File: config.mk
export PLATFORM = sky130hd
export DESIGN_NAME = mux8_rr_arbiter
export DESIGN_NICKNAME = d
export VERILOG_FILES = /design/src/rtl/mux8_rr_arbiter.sv
export SDC_FILE = /design/constraint.sdc
export NUM_CORES = 1
export LEC_CHECK = 0
export BUFFER_PORTS_ARGS = -buffer_cell sky130_fd_sc_hd__buf_2
export CAP_MARGIN = 30
export CORE_MARGIN = 4
export CORE_UTILIZATION = 47
export DETAILED_ROUTE_END_ITERATION = 16
export GPL_ROUTABILITY_DRIVEN = 0
export PLACE_DENSITY = 0.71
export SYNTH_ARGS = -nofsm -noshare
export SYNTH_HDL_FRONTEND = slang
export SYNTH_SLANG_ARGS = --single-unit
File: constraint.sdc
create_clock -name clk -period 3.7 [get_ports clk]
set_input_delay 0.555 -clock clk [delete_from_list [all_inputs] [get_ports clk]]
set_output_delay 0.555 -clock clk [all_outputs]
set_load 0.01 [all_outputs]
File: src/rtl/mux8_rr_arbiter.sv
// mux8_rr_arbiter -- round-robin arbiter in front of an 8:1 single-bit mux.
//
// The arbiter picks one of eight requesters and drives the mux select.
// It then streams the winner's data bit over a valid/ready port for up to
// BURST_LEN accepted beats. After that it returns to IDLE for one cycle and
// rotates priority to the channel after the one just served.
//
// Ports:
//   clk        in   rising-edge clock
//   rst_n      in   asynchronous reset, active low
//   req[7:0]   in   per-channel request lines
//   data_in    in   per-channel data bits (bit i -> mux input i, A..H)
//   out_ready  in   downstream accepts a beat this cycle
//   grant      out  registered one-hot (or zero) grant
//   sel        out  registered mux select
//   out_data   out  data_in[sel], combinational through mux_8x1
//   out_valid  out  (state==GRANT) & req[sel], combinational
//   burst_done out  one-cycle registered pulse when a grant ends

// Plain 8:1 single-bit multiplexer: this is the shared datapath.
module mux_8x1 (
  input  logic       A,
  input  logic       B,
  input  logic       C,
  input  logic       D,
  input  logic       E,
  input  logic       F,
  input  logic       G,
  input  logic       H,
  input  logic [2:0] S,
  output logic       Y
);
  always_comb begin
    Y = A;
    unique case (S)
      3'd0: Y = A;
      3'd1: Y = B;
      3'd2: Y = C;
      3'd3: Y = D;
      3'd4: Y = E;
      3'd5: Y = F;
      3'd6: Y = G;
      3'd7: Y = H;
      default: Y = A;
    endcase
  end
endmodule

module mux8_rr_arbiter #(
  parameter int BURST_LEN = 4
) (
  input  logic       clk,
  input  logic       rst_n,
  input  logic [7:0] req,
  input  logic [7:0] data_in,
  input  logic       out_ready,
  output logic [7:0] grant,
  output logic [2:0] sel,
  output logic       out_data,
  output logic       out_valid,
  output logic       burst_done
);

  localparam int NUM_CH = 8;
  localparam logic [4:0] LAST_BEAT = 5'(BURST_LEN - 1);

  typedef enum logic {IDLE = 1'b0, GRANT = 1'b1} state_e;

  state_e      state_q, state_d;
  logic [7:0]  grant_q, grant_d;
  logic [2:0]  sel_q,   sel_d;
  logic [2:0]  ptr_q,   ptr_d;
  logic [4:0]  cnt_q,   cnt_d;
  logic        done_q,  done_d;

  // Request vector rotated so that bit k is channel (ptr+k) mod 8. The
  // first set bit of rot_req is then the round-robin winner's offset from ptr.
  logic [NUM_CH-1:0] rot_req;
  for (genvar k = 0; k < NUM_CH; k++) begin : g_rot
    assign rot_req[k] = req[ptr_q + 3'(k)];
  end

  logic [2:0] win_ofs;
  logic [2:0] win;
  always_comb begin
    win_ofs = 3'd0;
    for (int k = NUM_CH - 1; k >= 0; k--) begin
      if (rot_req[k]) win_ofs = 3'(k);
    end
  end
  assign win = ptr_q + win_ofs;

  // Datapath: the mux is driven only by the registered select.
  mux_8x1 u_mux (
    .A (data_in[0]),
    .B (data_in[1]),
    .C (data_in[2]),
    .D (data_in[3]),
    .E (data_in[4]),
    .F (data_in[5]),
    .G (data_in[6]),
    .H (data_in[7]),
    .S (sel_q),
    .Y (out_data)
  );

  // out_valid deliberately ignores out_ready so downstream may close a
  // combinational loop through out_ready without creating one here.
  logic xfer;
  assign out_valid = (state_q == GRANT) & req[sel_q];
  assign xfer      = out_valid & out_ready;

  always_comb begin
    state_d = state_q;
    grant_d = grant_q;
    sel_d   = sel_q;
    ptr_d   = ptr_q;
    cnt_d   = cnt_q;
    done_d  = 1'b0;
    unique case (state_q)
      IDLE: begin
        // Arbitration uses req as seen in this IDLE cycle only.
        if (req != 8'h00) begin
          state_d = GRANT;
          grant_d = 8'h01 << win;
          sel_d   = win;
          cnt_d   = 5'd0;
        end
      end
      GRANT: begin
        // Withdrawal and last accepted beat both end the grant; a withdrawn
        // requester has out_valid low, so no beat is lost in that case.
        if (!req[sel_q] || (xfer && cnt_q == LAST_BEAT)) begin
          state_d = IDLE;
          grant_d = 8'h00;
          ptr_d   = sel_q + 3'd1;
          done_d  = 1'b1;
        end else if (xfer) begin
          cnt_d = cnt_q + 5'd1;
        end
      end
      default: state_d = IDLE;
    endcase
  end

  always_ff @(posedge clk or negedge rst_n) begin
    if (!rst_n) begin
      state_q <= IDLE;
      grant_q <= 8'h00;
      sel_q   <= 3'd0;
      ptr_q   <= 3'd0;
      cnt_q   <= 5'd0;
      done_q  <= 1'b0;
    end else begin
      state_q <= state_d;
      grant_q <= grant_d;
      sel_q   <= sel_d;
      ptr_q   <= ptr_d;
      cnt_q   <= cnt_d;
      done_q  <= done_d;
    end
  end

  assign grant      = grant_q;
  assign sel        = sel_q;
  assign burst_done = done_q;

  // Structural invariants of the grant/count state.
  a_grant_onehot : assert property (@(posedge clk) disable iff (!rst_n)
    $onehot0(grant_q));
  a_cnt_bound : assert property (@(posedge clk) disable iff (!rst_n)
    cnt_q <= LAST_BEAT);
  a_grant_state : assert property (@(posedge clk) disable iff (!rst_n)
    (state_q == GRANT) == (grant_q != 8'h00));

endmodule

==> metrics <==
initial antenna violation count=0; total track usage=0.181; Final min period=approximately 3.5 ns; top_reg_cell synth=dfrtp_1; Num CTS Buffers=3; CP endpoint=grant[6]$_DFFE_PN0P_; Worst Setup Path Type=flop to flop; RSZ-0062 raised after global routing=true; Startpoint Class=flop; Rel. slew slack=0.507; Hold WC Path Type=primary input to asynchronous set/reset pin; post-synthesis register bit count=21; ant diodes=0; WP data arrival=3.73 ns; reg2reg end=grant[6]$_DFFE_PN0P_; Post-synth EDFFs=0; layout cells sized above 1=0.361; Worst-Margin Slew=~0.74 ns; Worst Skew=around 0.0052 ns; Ys Warns=0; Die Ht=a little over 70 um; worst r2r path cells=12; I/O pins=33; WP data required=approximately 4 ns; Initial Utilization=0.489; fin. max-slew vios=0; # nets final=around 260; Max Fclk=283 MHz; Netlist cell types=between 40 and 50; Yosys top cell area share=0.267; Fin. Hold Viols=0; root buffer cell=clkbuf_8; worst vdd ir=about 0.43 mV; clock-pin slew on the worst setup and hold paths=approximately 0.070 ns; hold slack=0.237 ns; status=complete, no violations; post-route ant nets=0; most frequent cells after synthesis=nand3_1, dfrtp_1, nand2_1, nor2_1, ha_1; Setup-failing EPs final=0; post-CTS setup buffers=0; Final Cycle Share=0.956; Finished Layout Cells=280; count leader, synth=nand3_1; largest net degree at the start of global routing=22; CTS tree=built; Post-Syn Area per Cell=10.1 sq um; Worst R2R Setup Slack=0.16 ns; Inst Count DP=between 200 and 300; Core Footprint=4030 sq um; RR Startpoint=ptr_q[1]$_DFFE_PN0P_; DRC violations left=0; Die Wd=between 70 and 80 um; Max Cap Viol=0; IO buf count=32; clock latency at the later pin of the worst-skew pair=approximately 0.26 ns; sequential element share of the synthesized area=0.267; P_leak=1.01 nW; Area Growth Syn to Fin=14.6%; vias=1,616; vias in the first global route=around 1,700; post-DP HPWL=roughly 3400 um; synthesized instance count=about 190; final WL=between 4000 and 5000 um; clk buf depth=2; post-synth top area cell=dfrtp_1; Die Area=5290 sq um; area of the mapped netlist=around 2000 sq um; first-pass GRT wire length=~7600 um; CP startpoint=ptr_q[1]$_DFFE_PN0P_; H-Tree Depth=1; # fillers=~370; Clock Sink Count=21; row count=23; ys async rst share=1.00; CP max FO=6; PwrDens=between 1000 and 1500 nW/um^2; post-detailed-route wirelength per cell=approximately 16 um; Detailed Routing Iterations Pass 1=4; grt ovf=0; main area contributors after synthesis=dfrtp_1, mux4_2, mux4_1, ha_1, nand3_1; 1st-iter DRT viols=roughly 120; Syn Nets=~220; drt via density=around 5.8; Critical Path Sink Type=flop
[repair_timing]
item | in CTS | in global routing
setup endpoints to repair | 1 | 9
pin swaps | 0 | 2
gates resized for setup | 1 | 14
hold buffers | 0 | 0
cloned | 0 | 0
[cell type report]
type,count,area [sq um],share of cell area
clock buffer,4,45.0,0.0200
inverter,9,33.8,0.0150
multi-input combinational,155,1360,0.603
sequential,21,526,0.233
tap,50,62.6,0.0277
timing repair buffer,41,228,0.101
[metal layers]
metal / global-route usage / vias up / routed length, um
met5: 0 / - / 0
met4: 0.0635 / 0 / 46
met3: 0.0207 / 5 / 54
met2: 0.328 / 15 / 2370
met1: 0.222 / 802 / 1950
li1: - / 794 / -
[power by group]
part	internal, mW	switching [mW]
Sequential	0.309	0.0890
Clock	0.0767	0.0703
Combinational	0.905	1.05
Total	1.29	1.21
[cell families after synthesis]
kind of cell	share of synthesized area
xor gates and xnor gates	0.0312
AOI/OAI and AO/OA	0.122
muxes	0.244
DFF	0.267
buffers and inverters	0.0598
adders and majority gates	0.0737
and+or+nand+nor	0.202
[critical path: stages (launching register included)]
cell and delay, ns:
dfrtp_1 0.37, inv_2 0.06, ha_4 0.32, mux4_2 0.54
mux2_2 0.30, nand2b_1 0.17, a32o_1 0.21, a22oi_1 0.26
fa_1 0.50, or3_4 0.40, nor2_2 0.15, nand3_1 0.09
nand3_1 0.10
[through the flow]
step	setup WS [ns]	instance area [sq um]	power (mW)	TNS, ns	util
floorplan	0.0905	1970	1.84	0	-
global placement	0.0605	2170	2.18	0	0.538
detailed placement	-0.000985	2170	2.21	-0.000985	0.540
CTS	0.0225	2220	2.38	0	0.552
global route	-0.0529	2250	2.73	-0.132	0.560
finish	0.163	2250	2.50	0	0.560
[cell usage in the layout (no fill, tap or decap), types with 5 or more instances in the layout]
cell type   n
buf_2      32
nand3_1    22
dfrtp_1    21
nand2_1    18
nor2_1     15
mux4_2     12
buf_4       9
o21ai_1     8
ha_1        8
inv_1       7
o21ai_0     6
mux2_2      5
a21oi_1     5
[registers in the layout, indices dropped and copies added, names as in the netlist]
name	count
grant	8
state_q	1
burst_done	1
cnt_q	5
sel	3
ptr_q	3
[worst min-delay path by stage]
| stage | startpoint | to | slack (ns) | depth (start not counted) |
|---|---|---|---|---|
| after CTS | rst_n | sel[2]$_DFFE_PN0P_ | 0.25 | 1 |
| after floorplan | rst_n | burst_done$_DFF_PN0_ | 0.26 | 0 |
| after detailed placement | grant[5]$_DFFE_PN0P_ | grant[5]$_DFFE_PN0P_ | 0.48 | 2 |
| after global routing | rst_n | sel[2]$_DFFE_PN0P_ | 0.27 | 1 |
| after global placement | grant[1]$_DFFE_PN0P_ | grant[1]$_DFFE_PN0P_ | 0.48 | 2 |
| final | rst_n | sel[2]$_DFFE_PN0P_ | 0.24 | 1 |
Note: power is estimated with default switching activity, not from simulation.
